`config.mk`:
```
export PLATFORM = sky130hd
export DESIGN_NAME = fifo_wr_arb
export DESIGN_NICKNAME = d
export VERILOG_FILES = /design/src/rtl/fifo_arb_pkg.sv /design/src/rtl/fifo_wr_arb_rr_pick.sv /design/src/rtl/fifo_wr_arb.sv
export SDC_FILE = /design/constraint.sdc
export NUM_CORES = 1
export LEC_CHECK = 0
export BUFFER_PORTS_ARGS = -buffer_cell sky130_fd_sc_hd__buf_2
export CORE_ASPECT_RATIO = 1.2
export CORE_MARGIN = 3
export CORE_UTILIZATION = 33
export CTS_BUF_LIST = sky130_fd_sc_hd__clkbuf_2
export CTS_CLUSTER_DIAMETER = 80
export DETAILED_ROUTE_END_ITERATION = 10
export MAX_ROUTING_LAYER = met4
export PLACE_DENSITY = 0.77
export SKIP_LAST_GASP = 1
export SYNTH_ARGS = -nofsm -noshare
export SYNTH_HDL_FRONTEND = slang
export SYNTH_SLANG_ARGS = --single-unit
```
`constraint.sdc`:
```
create_clock -name clk -period 1.4 [get_ports clk]
set_input_delay 0.28 -clock clk [delete_from_list [all_inputs] [get_ports clk]]
set_output_delay 0.28 -clock clk [all_outputs]
set_load 0.05 [all_outputs]
```
`src/rtl/fifo_arb_pkg.sv`:
```
// Shared types and helpers for the FIFO write-side round-robin arbiter.
package fifo_arb_pkg;

  typedef enum logic [0:0] {
    IDLE  = 1'b0,
    GRANT = 1'b1
  } state_t;

  function automatic int clog2(input int value);
    int r;
    r = 0;
    for (int v = value - 1; v > 0; v = v >> 1) r++;
    return r;
  endfunction

endpackage

```
`src/rtl/fifo_wr_arb_rr_pick.sv`:
```
// Combinational round-robin picker: lowest requester strictly above ptr, wrapping,
// found by priority-encoding a pointer-masked double-width copy of the request vector.
module rr_arb_pick #(
  parameter int NREQ  = 4,
  parameter int PTR_W = 2
) (
  input  logic [NREQ-1:0]  req,
  input  logic [PTR_W-1:0] ptr,
  output logic [NREQ-1:0]  win
);

  logic [2*NREQ-1:0] dbl;
  logic [2*NREQ-1:0] masked;
  int                hit;

  always_comb begin
    dbl    = {req, req};
    masked = '0;
    win    = '0;
    hit    = 0;
    for (int j = 0; j < 2*NREQ; j++) masked[j] = dbl[j] && (j > int'(ptr));
    for (int j = 2*NREQ-1; j >= 0; j--) begin
      if (masked[j]) hit = j;
    end
    if (|masked) win[hit % NREQ] = 1'b1;
  end

endmodule

```
`src/rtl/fifo_wr_arb.sv`:
```
// Round-robin arbiter sharing the async FIFO write port among NREQ requesters,
// with bounded bursts and a zero-latency, wfull-gated datapath.
module fifo_wr_arb
  import fifo_arb_pkg::*;
#(
  parameter int NREQ     = 4,
  parameter int DSIZE    = 16,
  parameter int MAXBURST = 4
) (
  input  logic                  clk,
  input  logic                  rst,
  input  logic [NREQ-1:0]       req_valid,
  input  logic [NREQ*DSIZE-1:0] req_data,
  input  logic [NREQ-1:0]       req_last,
  output logic [NREQ-1:0]       req_ready,
  output logic [DSIZE-1:0]      fifo_wdata,
  output logic                  fifo_winc,
  input  logic                  fifo_wfull,
  output logic [NREQ-1:0]       grant,
  output logic                  busy
);

  localparam int PTR_W = clog2(NREQ);
  localparam int CNT_W = clog2(MAXBURST + 1);
  localparam logic [CNT_W-1:0] BURST_MAX = CNT_W'(MAXBURST);
  localparam logic [PTR_W-1:0] PTR_RST   = PTR_W'(NREQ - 1);

  state_t           state, state_nxt;
  logic [NREQ-1:0]  grant_nxt, win;
  logic [CNT_W-1:0] beat_cnt, beat_nxt, beat_inc;
  logic [PTR_W-1:0] rr_ptr, rr_ptr_nxt, owner_idx;
  logic             owner_valid, owner_last, release_now;
  logic [DSIZE-1:0] wdata_mux;

  rr_arb_pick #(
    .NREQ  (NREQ),
    .PTR_W (PTR_W)
  ) u_pick (
    .req (req_valid),
    .ptr (rr_ptr),
    .win (win)
  );

  assign owner_valid = |(req_valid & grant);
  assign owner_last  = |(req_last & grant);
  assign beat_inc    = beat_cnt + 1'b1;
  // Gating on wfull mirrors the FIFO's own winc & ~wfull, so every accepted word lands.
  assign req_ready   = (state == GRANT && !fifo_wfull && !rst) ? (req_valid & grant) : '0;
  assign fifo_winc   = |(req_valid & req_ready);
  assign busy        = (state == GRANT);

  always_comb begin
    wdata_mux = '0;
    owner_idx = '0;
    for (int i = 0; i < NREQ; i++) begin
      if (grant[i]) begin
        wdata_mux = wdata_mux | req_data[i*DSIZE +: DSIZE];
        owner_idx = PTR_W'(i);
      end
    end
  end

  assign fifo_wdata = wdata_mux;

  // A stalled FIFO holds the grant even if the owner drops valid.
  assign release_now = (fifo_winc && (owner_last || beat_inc == BURST_MAX)) ||
                       (!owner_valid && !fifo_wfull);

  always_comb begin
    state_nxt  = state;
    grant_nxt  = grant;
    beat_nxt   = beat_cnt;
    rr_ptr_nxt = rr_ptr;
    case (state)
      IDLE: begin
        if (|req_valid) begin
          state_nxt = GRANT;
          grant_nxt = win;
          beat_nxt  = '0;
        end
      end
      GRANT: begin
        if (fifo_winc) beat_nxt = beat_inc;
        if (release_now) begin
          state_nxt  = IDLE;
          grant_nxt  = '0;
          beat_nxt   = '0;
          rr_ptr_nxt = owner_idx;
        end
      end
      default: state_nxt = IDLE;
    endcase
  end

  always_ff @(posedge clk) begin
    if (rst) begin
      state    <= IDLE;
      grant    <= '0;
      beat_cnt <= '0;
      rr_ptr   <= PTR_RST;
    end else begin
      state    <= state_nxt;
      grant    <= grant_nxt;
      beat_cnt <= beat_nxt;
      rr_ptr   <= rr_ptr_nxt;
    end
  end

endmodule

```
==> results of run 1 <==
## metrics by stage
step,util,worst slack [ns]
detailed placement,0.6570,-0.2750
finish,0.8792,-0.3439
global placement,0.6570,-0.2745
floorplan,-,-0.3038
global route,0.8792,-0.3931
CTS,0.8360,-0.3001
## cells in the final DEF, fill, tap and decap left out, drive strengths merged, types with 3 or more instances in the layout
cell	n
a211oi	3
a22o	3
a22oi	33
a31oi	3
buf	136
clkbuf	4
dfxtp	10
inv	3
mux2i	3
nand2	24
nand2b	3
nor2	7
o2bb2ai	3
## cell type report
class | instances | area (um2)
Clock buffer | 3 | 15.01
Sequential cell | 10 | 221.5
Inverter | 3 | 11.26
Multi-Input combinational cell | 104 | 1054
Tap cell | 34 | 42.54
Clock inverter | 1 | 3.754
Fill cell | 126 | 342.8
Timing Repair Buffer | 137 | 1147
## synth_stat cells (all sizes together)
master   number
buf           5
mux2i         3
clkbuf        5
a31oi         3
nor2          7
a32o          2
or4           1
a21oi         1
a21o          1
o31a          1
dfxtp        10
ha            2
xor2          1
nand2        24
nor4          2
o221ai        1
nand3b        1
inv           3
or3b          1
a22o          3
nor2b         2
o21ai         1
o2bb2ai       3
a2111o        1
a41o          1
a22oi        33
nand2b        3
a211oi        3
nand3         2
nor3          1
## worst register-to-register path: stages, from the launching register on
cell     delay, ns
dfxtp_4       0.41
buf_12        0.14
a22oi_4       0.21
buf_4         0.14
nand3_2       0.10
a41o_2        0.33
a22o_1        0.22
## sequential cells by signal (all words and copies together), names as in the netlist
| signal | cells |
|---|---|
| beat_cnt | 3 |
| grant | 4 |
| rr_ptr | 2 |
| busy | 1 |
## worst paths after layout
path | to | slack, ns | cells after the start
max | fifo_winc | -0.34 | 5
min | busy$_SDFF_PP0_ | 0.33 | 3
max reg2reg | grant[1]$_SDFFE_PP0P_ | -0.24 | 6
min reg2reg | beat_cnt[1]$_SDFFE_PP0P_ | 0.52 | 1
## logic make-up (layout without fill, tap and decap cells)
logic type                 count (synthesis)  after routing
and+or+nand+nor                           44             44
AOI/OAI and AO/OA                         54             54
xor gates and xnor gates                   1              1
muxes                                      3              3
buffers and inverters                     13            144
DFF                                       10             10
adders and majority gates                  2              2
## power breakdown
group / switching (W) / internal (W)
Combinational: 0.000674 / 0.000575
Clock: 0.000113 / 0.0000620
Sequential: 0.0000386 / 0.000303
## metal layers
layer,share of wire,up-vias
li1,-,759
met1,0.35,780
met2,0.52,117
met3,0.079,30
met4,0.047,0
met5,0,-
## timing repair
action                     CTS  global route
pin swaps                   22            34
gates cloned                 4             1
setup endpoints to repair   30            34
buffers inserted             9             6
gates resized for setup     80            27
==> results by group, run 1 <==
Critical path
  – Largest stage delay on the critical path: 0.44 ns
  – Start-to-end type of the worst setup path: reg2out
  – Worst path top cell family by delay: flip-flops
  – CP max-delay cell: dfxtp_4
  – Arr. time, crit path: 1.46 ns
  – Critical Path RT: 1.12 ns
  – Cell Chain, Critical Path: buf_12 -> a22oi_4 -> buf_6 -> a31oi_4 -> buf_6
  – CP bufs+invs: 3
  – Crit. Startpoint: grant[0]$_SDFFE_PP0P_
  – CP Max Fanout: 5
  – Crit path launch type: register
  – CP endpoint kind: output pin
  – Reg-to-Reg Start: grant[0]$_SDFFE_PP0P_
  – Top cell by count, worst path: buf_6

Min path
  – Tightest Hold Check Type: in2reg
  – Worst Hold Launch: rst

Synth
  – Synth top area cells: a22oi_1 (24%), dfxtp_1 (20%), nand2_1 (9.1%), mux2i_1 (3.0%), nor2_1 (2.6%)
  – Adder-Cell Fraction of Synth Area: 0.02516
  – Seq/Total Area, Yosys: 0.2013
  – Synth Area in XOR/XNOR: 0.008805
  – Syn_area_per_cell: 7.832 um2
  – Cell area after synthesis: 994.7 um2
  – Synth unique cells: 36
  – Main combinational cell family by area after synthesis: compound AO/OA/AOI/OAI gates
  – Simple logic cell fraction of the synthesized area: 0.2000
  – Mapped Cells: 127
  – Post-synth top area cell: a22oi_1
  – Synth top area share: 0.2415
  – Ys Warns: 0
  – Synth Area in Compound Gates: 0.4679
  – Multiplexer share of the synthesized area: 0.03019
  – Syn nets: 204
  – Register bit total from synthesis: 10

STA
  – Max Fclk: 573.4 MHz
  – Clk_skew: 0.01296 ns
  – Fin Setup TNS: -6.245 ns
  – Setup ws final: -0.3439 ns
  – Hold Fails Final Rpt: 0
  – Final min period: 1.744 ns
  – Setup violations, final: 31
  – Measured slew at the worst slew-check pin: 0.4997 ns
  – Worst slew margin: 0.6669
  – Max-slew violations: 0
  – Crit share post-route: 1.246
  – Worst hold margin: 0.3309 ns
  – RSZ-0062 raised after global routing: true

Die
  – Die footprint: 3712 um2
  – Die span in y: 66.14 um
  – Core Region: 2838 um2
  – I/O Pins: 101
  – Die X: 56.12 um
  – Row count: 21
  – Initial core utilization: 0.3505

GRT
  – GR Util met3: 0.04688
  – Total track usage: 0.2672
  – Vias in the first global route: 1609
  – Antenna violations before repair: 0
  – M2 GR Usage: 0.5102
  – M1 GR Usage: 0.2797
  – Aggregate global routing overflow: 0
  – First-pass GRT wire length: 7583 um
  – Gr busiest metal: met2
  – Largest net degree at the start of global routing: 14

Placed design
  – GPL Wtd Cong: 0.9057
  – Port Buf Inserts: 100
  – Detailed placer's ending HPWL: 3255 um
  – Cells after DPL: 272
  – Placed Area: 1864 um2

Power and ir drop
  – Overall power: 0.001765 W
  – LEAKAGE: 1.131 nW
  – Power Density: 707.5 nW/um2
  – VDD IR max: 0.7972 mV

Final layout
  – Cell area after layout: 2495 um2
  – Post-route insts no fill: 292
  – Layout Nets: 336
  – Layout cells sized above 1: 0.8062
  – Synth-to-Final Area Change: 150.8%
  – Antenna cell count: 0

Routing
  – DRC Markers: 0
  – Post-DRT Antenna Nets: 0
  – Wire per inst: 19.60 um
  – Final wirelength: 5722 um
  – Initial DRC Count: 86
  – Pre-Repair DR Iteration Count: 4
  – Via-to-Cell Ratio: 5.774
  – Via Count: 1686

Job
  – Max-cap violations: 0

CTS
  – TritonCTS buffer count: 3
  – Hold-fix buffers, CTS: 0
  – Clk buf depth: 2
  – Clock Latency Late Sink: 0.28 ns
  – CTS HTree Levels: 1
  – CTS tree: yes
  – Clk slew on worst S/H paths: 0.12 ns
  – Clk sink count: 10
  – CTS Root Cell: clkbuf_2

Outcome
  – Status: finished, violations left
  – Failing checks: setup timing
Note: power is estimated with default switching activity, not from simulation.
==> inputs of run 2 (changes only) <==
--- a/config.mk
+++ b/config.mk
@@ -8,7 +8,7 @@
 export BUFFER_PORTS_ARGS = -buffer_cell sky130_fd_sc_hd__buf_2
 export CORE_ASPECT_RATIO = 1.2
 export CORE_MARGIN = 3
-export CORE_UTILIZATION = 33
+export CORE_UTILIZATION = 34
 export CTS_BUF_LIST = sky130_fd_sc_hd__clkbuf_2
 export CTS_CLUSTER_DIAMETER = 80
 export DETAILED_ROUTE_END_ITERATION = 10
@@ -17,4 +17,5 @@
 export SKIP_LAST_GASP = 1
 export SYNTH_ARGS = -nofsm -noshare
 export SYNTH_HDL_FRONTEND = slang
+export SYNTH_HIERARCHICAL = 1
 export SYNTH_SLANG_ARGS = --single-unit
==> results by group, run 2 <==
Critical path
  – Crit path launch type: register
  – CP Max Fanout: 4 (-1)
  – Critical Path RT: 1.58 ns (+0.46 ns)
  – Start-to-end type of the worst setup path: reg2reg
  – Crit. Startpoint: beat_cnt[0]$_SDFFE_PP0P_
  – Reg-to-Reg Start: beat_cnt[0]$_SDFFE_PP0P_
  – Arr. time, crit path: 1.81 ns (+0.35 ns)
  – CP endpoint kind: register

Synth
  – Most frequent cell after synthesis: a22oi_1
  – Syn nets: 219 (+7.4%)
  – Synth top area share: 0.2367 (-0.004851)
  – Post-synth top flop: dfxtp_1
  – Syn_area_per_cell: 7.595 um2 (-3.0%)
  – Synth unique cells: 40 (+11%)
  – EDFF count, synth: 0 (unchanged)
  – Most frequent cells after synthesis: a22oi_1 (34), nand2_1 (20), a21oi_1 (10), dfxtp_1 (10)
  – Synth top area cells: a22oi_1 (24%), dfxtp_1 (19%), nand2_1 (7.0%), mux2i_1 (5.6%), a21oi_1 (4.6%)
  – Cell area after synthesis: 1079 um2 (+8.4%)
  – Fraction of registers with async set or reset after synthesis: 0 (unchanged)
  – Ys Warns: 6 (+6)
  – Seq/Total Area, Yosys: 0.1856 (-0.01564)
  – Register bit total from synthesis: 10 (unchanged)
  – Mapped Cells: 142 (+12%)
  – Post-synth top area cell: a22oi_1

Routing
  – Pre-Repair DR Iteration Count: 5 (+1)
  – Post-DRT Antenna Nets: 0 (unchanged)
  – Initial DRC Count: 150 (+74%)
  – Via Count: 1850 (+9.7%)
  – Wire per inst: 20.18 um (+3.0%)
  – DRC Markers: 0 (unchanged)
  – Via-to-Cell Ratio: 6.086 (+5.4%)
  – Final wirelength: 6135 um (+7.2%)

Placed design
  – Cells after DPL: 291 (+7.0%)
  – Detailed placer's ending HPWL: 3495 um (+7.4%)
  – Placed Area: 1924 um2 (+3.2%)
  – GPL Wtd Cong: 0.8606 (-5.0%)
  – Port Buf Inserts: 100 (unchanged)

CTS
  – CTS tree: yes
  – Clk buf depth: 2 (unchanged)
  – Hold-fix buffers, CTS: 0 (unchanged)
  – Clk sink count: 10 (unchanged)
  – CTS HTree Levels: 1 (unchanged)
  – Clk slew on worst S/H paths: 0.12 ns (about the same)
  – Clock Latency Late Sink: 0.27 ns (about the same)
  – CTS Root Cell: clkbuf_2
  – TritonCTS buffer count: 3 (unchanged)

Final layout
  – Most frequent cells in the layout: buf_2 (76), a22oi_2 (32), buf_4 (24), buf_6 (24), nand2_2 (16)
  – Layout Nets: 347 (+3.3%)
  – Largest register FFs: 4 (unchanged)
  – Post-route insts no fill: 304 (+4.1%)
  – Layout cells sized above 1: 0.8253 (+0.01908)
  – Reg with most FFs: grant
  – Final core utilization: 0.8537 (-0.02548)
  – Synth-to-Final Area Change: 130.9%
  – Biggest regs: grant x4, beat_cnt x3, rr_ptr x2
  – Cell area after layout: 2490 um2 (-0.20%)
  – Most common cell after layout, fill and taps aside: buf_2

Power and ir drop
  – Clock power frac: 0.130 (+0.031)
  – Switching Share: 0.4631 (-0.004583)
  – Internal power: 0.0007697 W (-18%)
  – Gate power share: 0.643 (-0.064)
  – LEAKAGE: 1.144 nW (+1.2%)
  – Seq pwr share: 0.227 (+0.034)
  – Sw Pwr: 0.0006640 W (-20%)
  – Power Density: 575.8 nW/um2 (-19%)
  – VDD IR max: 0.5061 mV (-37%)

STA
  – RSZ-0062 raised after global routing: true
  – Worst hold margin: 0.4022 ns (+0.07131 ns)
  – Fin Setup TNS: -4.258 ns (+1.987 ns)
  – Max-slew violations: 0 (unchanged)
  – Measured slew at the worst slew-check pin: 0.3739 ns (-0.1258 ns)
  – Hold Fails Final Rpt: 0 (unchanged)
  – Final min period: 1.628 ns (-0.1163 ns)
  – Worst slew margin: 0.7499 (+0.08305)
  – Setup ws final: -0.2276 ns (+0.1163 ns)
  – Clk_skew: 0.01153 ns (-0.001429 ns)
  – Crit share post-route: 1.163 (-0.08307)
  – Setup violations, final: 31 (unchanged)
  – Max Fclk: 614.4 MHz (+7.1%)

GRT
  – Antenna violations before repair: 1 (+1)
  – Aggregate global routing overflow: 0 (unchanged)
  – First-pass GRT wire length: 7693 um (+1.5%)
  – Total track usage: 0.2549 (-0.01231)
  – Vias in the first global route: 1648 (+2.4%)
  – Largest net degree at the start of global routing: 21 (+7)

Min path
  – Worst Hold Launch: rst
  – Tightest Hold Check Type: in2reg

Die
  – Initial core utilization: 0.3698 (+0.01927)
  – Die span in y: 67.70 um (+2.4%)
  – Die X: 57.42 um (+2.3%)
  – Die footprint: 3887 um2 (+4.7%)
  – I/O Pins: 101 (unchanged)
  – Row count: 21 (unchanged)
  – Core Region: 2917 um2 (+2.8%)

Outcome
  – Status: finished, violations left
  – Failing checks: setup timing

Job
  – Max-cap violations: 0 (unchanged)
-- run 2: metrics by stage --
step	power, W	worst slack, ns
2_1_floorplan	0.0007793	-0.04925
3_3_place_gp	0.001030	-0.1448
3_5_place_dp	0.001038	-0.1646
4_1_cts	0.001350	-0.1598
5_1_grt	0.001490	-0.2506
6_report	0.001434	-0.2276
-- run 2: metal layers --
layer / GRT usage / wire length, um / up-vias / part of all wire
met5: - / 0 / - / 0
met4: 0.03478 / 177 / 0 / 0.029
met3: 0.05163 / 595 / 17 / 0.097
met2: 0.4915 / 3338 / 111 / 0.54
met1: 0.2716 / 2023 / 908 / 0.33
li1: - / - / 814 / -
-- run 2: power by group through the flow --
stage	logic, W	clock network, W	registers (W)
2_1_floorplan	0.000423	0	0.000356
3_3_place_gp	0.000703	0	0.000327
3_5_place_dp	0.000711	0	0.000328
4_1_cts	0.000844	0.000186	0.000320
5_1_grt	0.000958	0.000203	0.000328
6_report	0.000922	0.000186	0.000325
-- run 2: kinds of logic after synthesis --
family | synth area share
compound gates | 0.4687
mux | 0.05569
simple gates | 0.1938
xor+xnor | 0.008122
fa+ha+maj | 0.02320
flops | 0.1856
buf+inv | 0.06496
-- run 2: final cells by class --
type / count / area [um2]
flip-flops and latches: 10 / 222.7
inverters: 4 / 17.52
repair buffers: 134 / 1016
well taps: 34 / 42.54
diodes: 1 / 2.502
clock buffers: 4 / 20.02
multi-input cells: 117 / 1169
fillers: 145 / 426.7
-- run 2: final timing paths --
kind                             to  slack (ns)  depth (start not counted)
max          rr_ptr[0]$_SDFFE_PP1P_       -0.23                          6
min           grant[0]$_SDFFE_PP0P_        0.40                          3
max reg2reg  rr_ptr[0]$_SDFFE_PP1P_       -0.23                          6
min reg2reg  rr_ptr[1]$_SDFFE_PP1P_        0.60                          2
-- run 2: critical path, stage by stage (launching register included) --
cell	delay (ns)
dfxtp_2	0.36
ha_4	0.17
xor2_4	0.16
a211oi_4	0.38
buf_4	0.20
a21oi_4	0.08
mux2i_1	0.19
-- run 2: what timing repair did --
item                       in CTS  in global routing
setup endpoints to repair      32                 34
pin swaps                      15                 13
cloned                          0                  2
resized for setup              85                 26
buffers inserted                5                  2
==> inputs of run 3 (changes only) <==
--- a/config.mk
+++ b/config.mk
@@ -19,3 +19,4 @@
 export SYNTH_HDL_FRONTEND = slang
 export SYNTH_HIERARCHICAL = 1
 export SYNTH_SLANG_ARGS = --single-unit
+export TNS_END_PERCENT = 5
==> results by group, run 3 (synthesized netlist as in run 2, its figures left out) <==
GRT
  – Vias in the first global route: 1492 (-9.5%)
  – Antenna violations before repair: 0 (-1)
  – First-pass GRT wire length: 6610 um (-14%)
  – Gr busiest metal: met2
  – GR Util met3: 0.05545 (+0.003824)
  – Aggregate global routing overflow: 0 (unchanged)
  – Total track usage: 0.2201 (-0.03474)
  – M2 GR Usage: 0.4025 (-0.08898)
  – Largest net degree at the start of global routing: 17 (-19%)
  – M1 GR Usage: 0.2325 (-0.03909)

Final layout
  – Most frequent cells in the layout: buf_2 (79), buf_4 (42), a22oi_2 (20), nand2_2 (16), a22oi_1 (14)
  – Synth-to-Final Area Change: 94.55%
  – Most common cell after layout, fill and taps aside: buf_2
  – Storage element area: 214.0 um2 (-3.9%)
  – Biggest regs: grant x4, beat_cnt x3, rr_ptr x2
  – Antenna cell count: 0 (-1)
  – Filler cells: 239 (+65%)
  – Area of the multi-input gates: 992.2 um2 (-15%)
  – Layout cells sized above 1: 0.7235 (-0.1018)
  – Reg with most FFs: grant
  – Layout Nets: 342 (-1.4%)
  – Cell area after layout: 2098 um2 (-16%)
  – Largest register FFs: 4 (unchanged)

CTS
  – Hold-fix buffers, CTS: 0 (unchanged)
  – TritonCTS buffer count: 3 (unchanged)
  – CTS HTree Levels: 1 (unchanged)
  – Clk sink count: 10 (unchanged)
  – CTS tree: yes
  – Clk buf depth: 2 (unchanged)
  – Clk slew on worst S/H paths: 0.11 ns (about the same)
  – Clock Latency Late Sink: 0.27 ns (about the same)
  – CTS Root Cell: clkbuf_2

Critical path
  – Worst path top cell family by delay: flip-flops
  – Cell Chain, Critical Path: buf_6 -> a22oi_1 -> nand2_2 -> buf_4
  – CP bufs+invs: 2 (+1)
  – Arr. time, crit path: 1.32 ns (-0.49 ns)
  – CP endpoint kind: output pin
  – Crit path launch type: register
  – CP Max Fanout: 15 (+11)
  – Critical Path RT: 1.12 ns (-0.46 ns)
  – Start-to-end type of the worst setup path: reg2out
  – Largest stage delay on the critical path: 0.37 ns (about the same)
  – CP max-delay cell: dfxtp_4

Die
  – Die footprint: 3887 um2 (unchanged)
  – Die span in y: 67.70 um (unchanged)
  – Core Region: 2917 um2 (unchanged)
  – Row count: 21 (unchanged)
  – Die X: 57.42 um (unchanged)
  – Initial core utilization: 0.3698 (unchanged)
  – I/O Pins: 101 (unchanged)

STA
  – Hold Fails Final Rpt: 0 (unchanged)
  – Final min period: 1.602 ns (-0.02579 ns)
  – Setup violations, final: 32 (+3.2%)
  – Setup ws final: -0.2018 ns (+0.02579 ns)
  – Crit share post-route: 1.144 (-0.01842)
  – Measured slew at the worst slew-check pin: 0.2667 ns (-0.1073 ns)
  – Max-slew violations: 0 (unchanged)
  – Worst slew margin: 0.8220 (+0.07207)
  – Clk_skew: 0.009789 ns (-0.001740 ns)
  – RSZ-0062 raised after global routing: true
  – Max Fclk: 624.3 MHz (+1.6%)
  – Fin Setup TNS: -3.839 ns (+0.4188 ns)

Power and ir drop
  – Clock power frac: 0.134 (+0.004)
  – LEAKAGE: 1.061 nW (-7.3%)
  – Internal power: 0.0006686 W (-13%)
  – VDD IR max: 0.4121 mV (-19%)
  – Seq pwr share: 0.255 (+0.028)
  – Switching Share: 0.4668 (+0.003623)
  – Power Density: 597.6 nW/um2 (+3.8%)
  – Gate power share: 0.611 (-0.032)
  – Overall power: 0.001254 W (-13%)
  – Sw Pwr: 0.0005852 W (-12%)

Placed design
  – Dpl ws: -0.1603 ns (+0.004255 ns)
  – Placed Area: 1852 um2 (-3.8%)
  – Port Buf Inserts: 100 (unchanged)
  – Detailed placer's ending HPWL: 3352 um (-4.1%)
  – GPL Wtd Cong: 0.8801 (+2.3%)

Outcome
  – Failing checks: setup timing
  – Status: finished, violations left

Routing
  – Pre-Repair DR Iteration Count: 5 (unchanged)
  – Final wirelength: 4756 um (-22%)
  – Wire per inst: 15.96 um (-21%)
  – Initial DRC Count: 78 (-48%)
  – Post-DRT Antenna Nets: 0 (unchanged)
  – DRC Markers: 0 (unchanged)
  – Via-to-Cell Ratio: 5.604 (-7.9%)
  – Via Count: 1670 (-9.7%)

Job
  – Max-cap violations: 0 (unchanged)

Min path
  – Tightest Hold Check Type: in2reg
## run 3: cell types whose count changed in the layout (fill, tap and decap cells not counted), sizes merged
cell,change
buf,-3
clkbuf,-3
diode,-1
clkinv,+1
## run 3: per-stage QoR
stage	utilization	hold slack, ns	instances
global route	0.7194	0.3796	298
detailed placement	0.6349	0.4825	291
global placement	0.6349	0.4645	291
floorplan	-	0.4436	142
finish	0.7194	0.3896	298
CTS	0.7087	0.3773	298
## run 3: path summary, 6_finish.rpt
kind / start / endpoint / slack, ns / depth (start not counted)
min reg2reg: beat_cnt[2]$_SDFFE_PP0P_ / beat_cnt[2]$_SDFFE_PP0P_ / 0.52 / 2
max reg2reg: beat_cnt[0]$_SDFFE_PP0P_ / rr_ptr[0]$_SDFFE_PP1P_ / -0.12 / 6
min: rst / grant[1]$_SDFFE_PP0P_ / 0.39 / 3
max: grant[0]$_SDFFE_PP0P_ / fifo_wdata[11] / -0.20 / 4
## run 3: final cells by class
| cell class | count | share of cell area |
|---|---|---|
| well taps | 34 | 0.02027 |
| multi-input cells | 117 | 0.4729 |
| flip-flops and latches | 10 | 0.1020 |
| inverters | 4 | 0.007156 |
| repair buffers | 129 | 0.3888 |
| clock buffers | 3 | 0.007156 |
| clock inverters | 1 | 0.001789 |
## run 3: layer usage
metal,share of wire,routed length (um),up-vias
met3,0.079,375,17
met2,0.53,2523,77
met5,0,0,-
met1,0.37,1757,775
met4,0.021,99,0
li1,-,-,801
## run 3: worst register-to-register path, delay by kind of cell (launching register included)
family | cells | cell delay, ns
multiplexers | 1 | 0.20
adder cells (fa/ha/maj) | 1 | 0.19
buffers and inverters | 1 | 0.16
flip-flops | 1 | 0.36
XOR/XNOR | 1 | 0.22
AO/OA/AOI/OAI | 2 | 0.32
## run 3: repair_timing
action	4_1_cts	5_1_grt
setup endpoints to repair	32	35
setup buffers	3	0
pin swaps	1	1
resized for setup	47	7
## run 3: power groups by stage
stage	Combinational (W)	Sequential (W)	Clock (W)
finish	0.000765	0.000320	0.000168
global route	0.000807	0.000323	0.000193
CTS	0.000748	0.000319	0.000173
detailed placement	0.000672	0.000328	0
global placement	0.000665	0.000328	0
floorplan	0.000399	0.000356	0
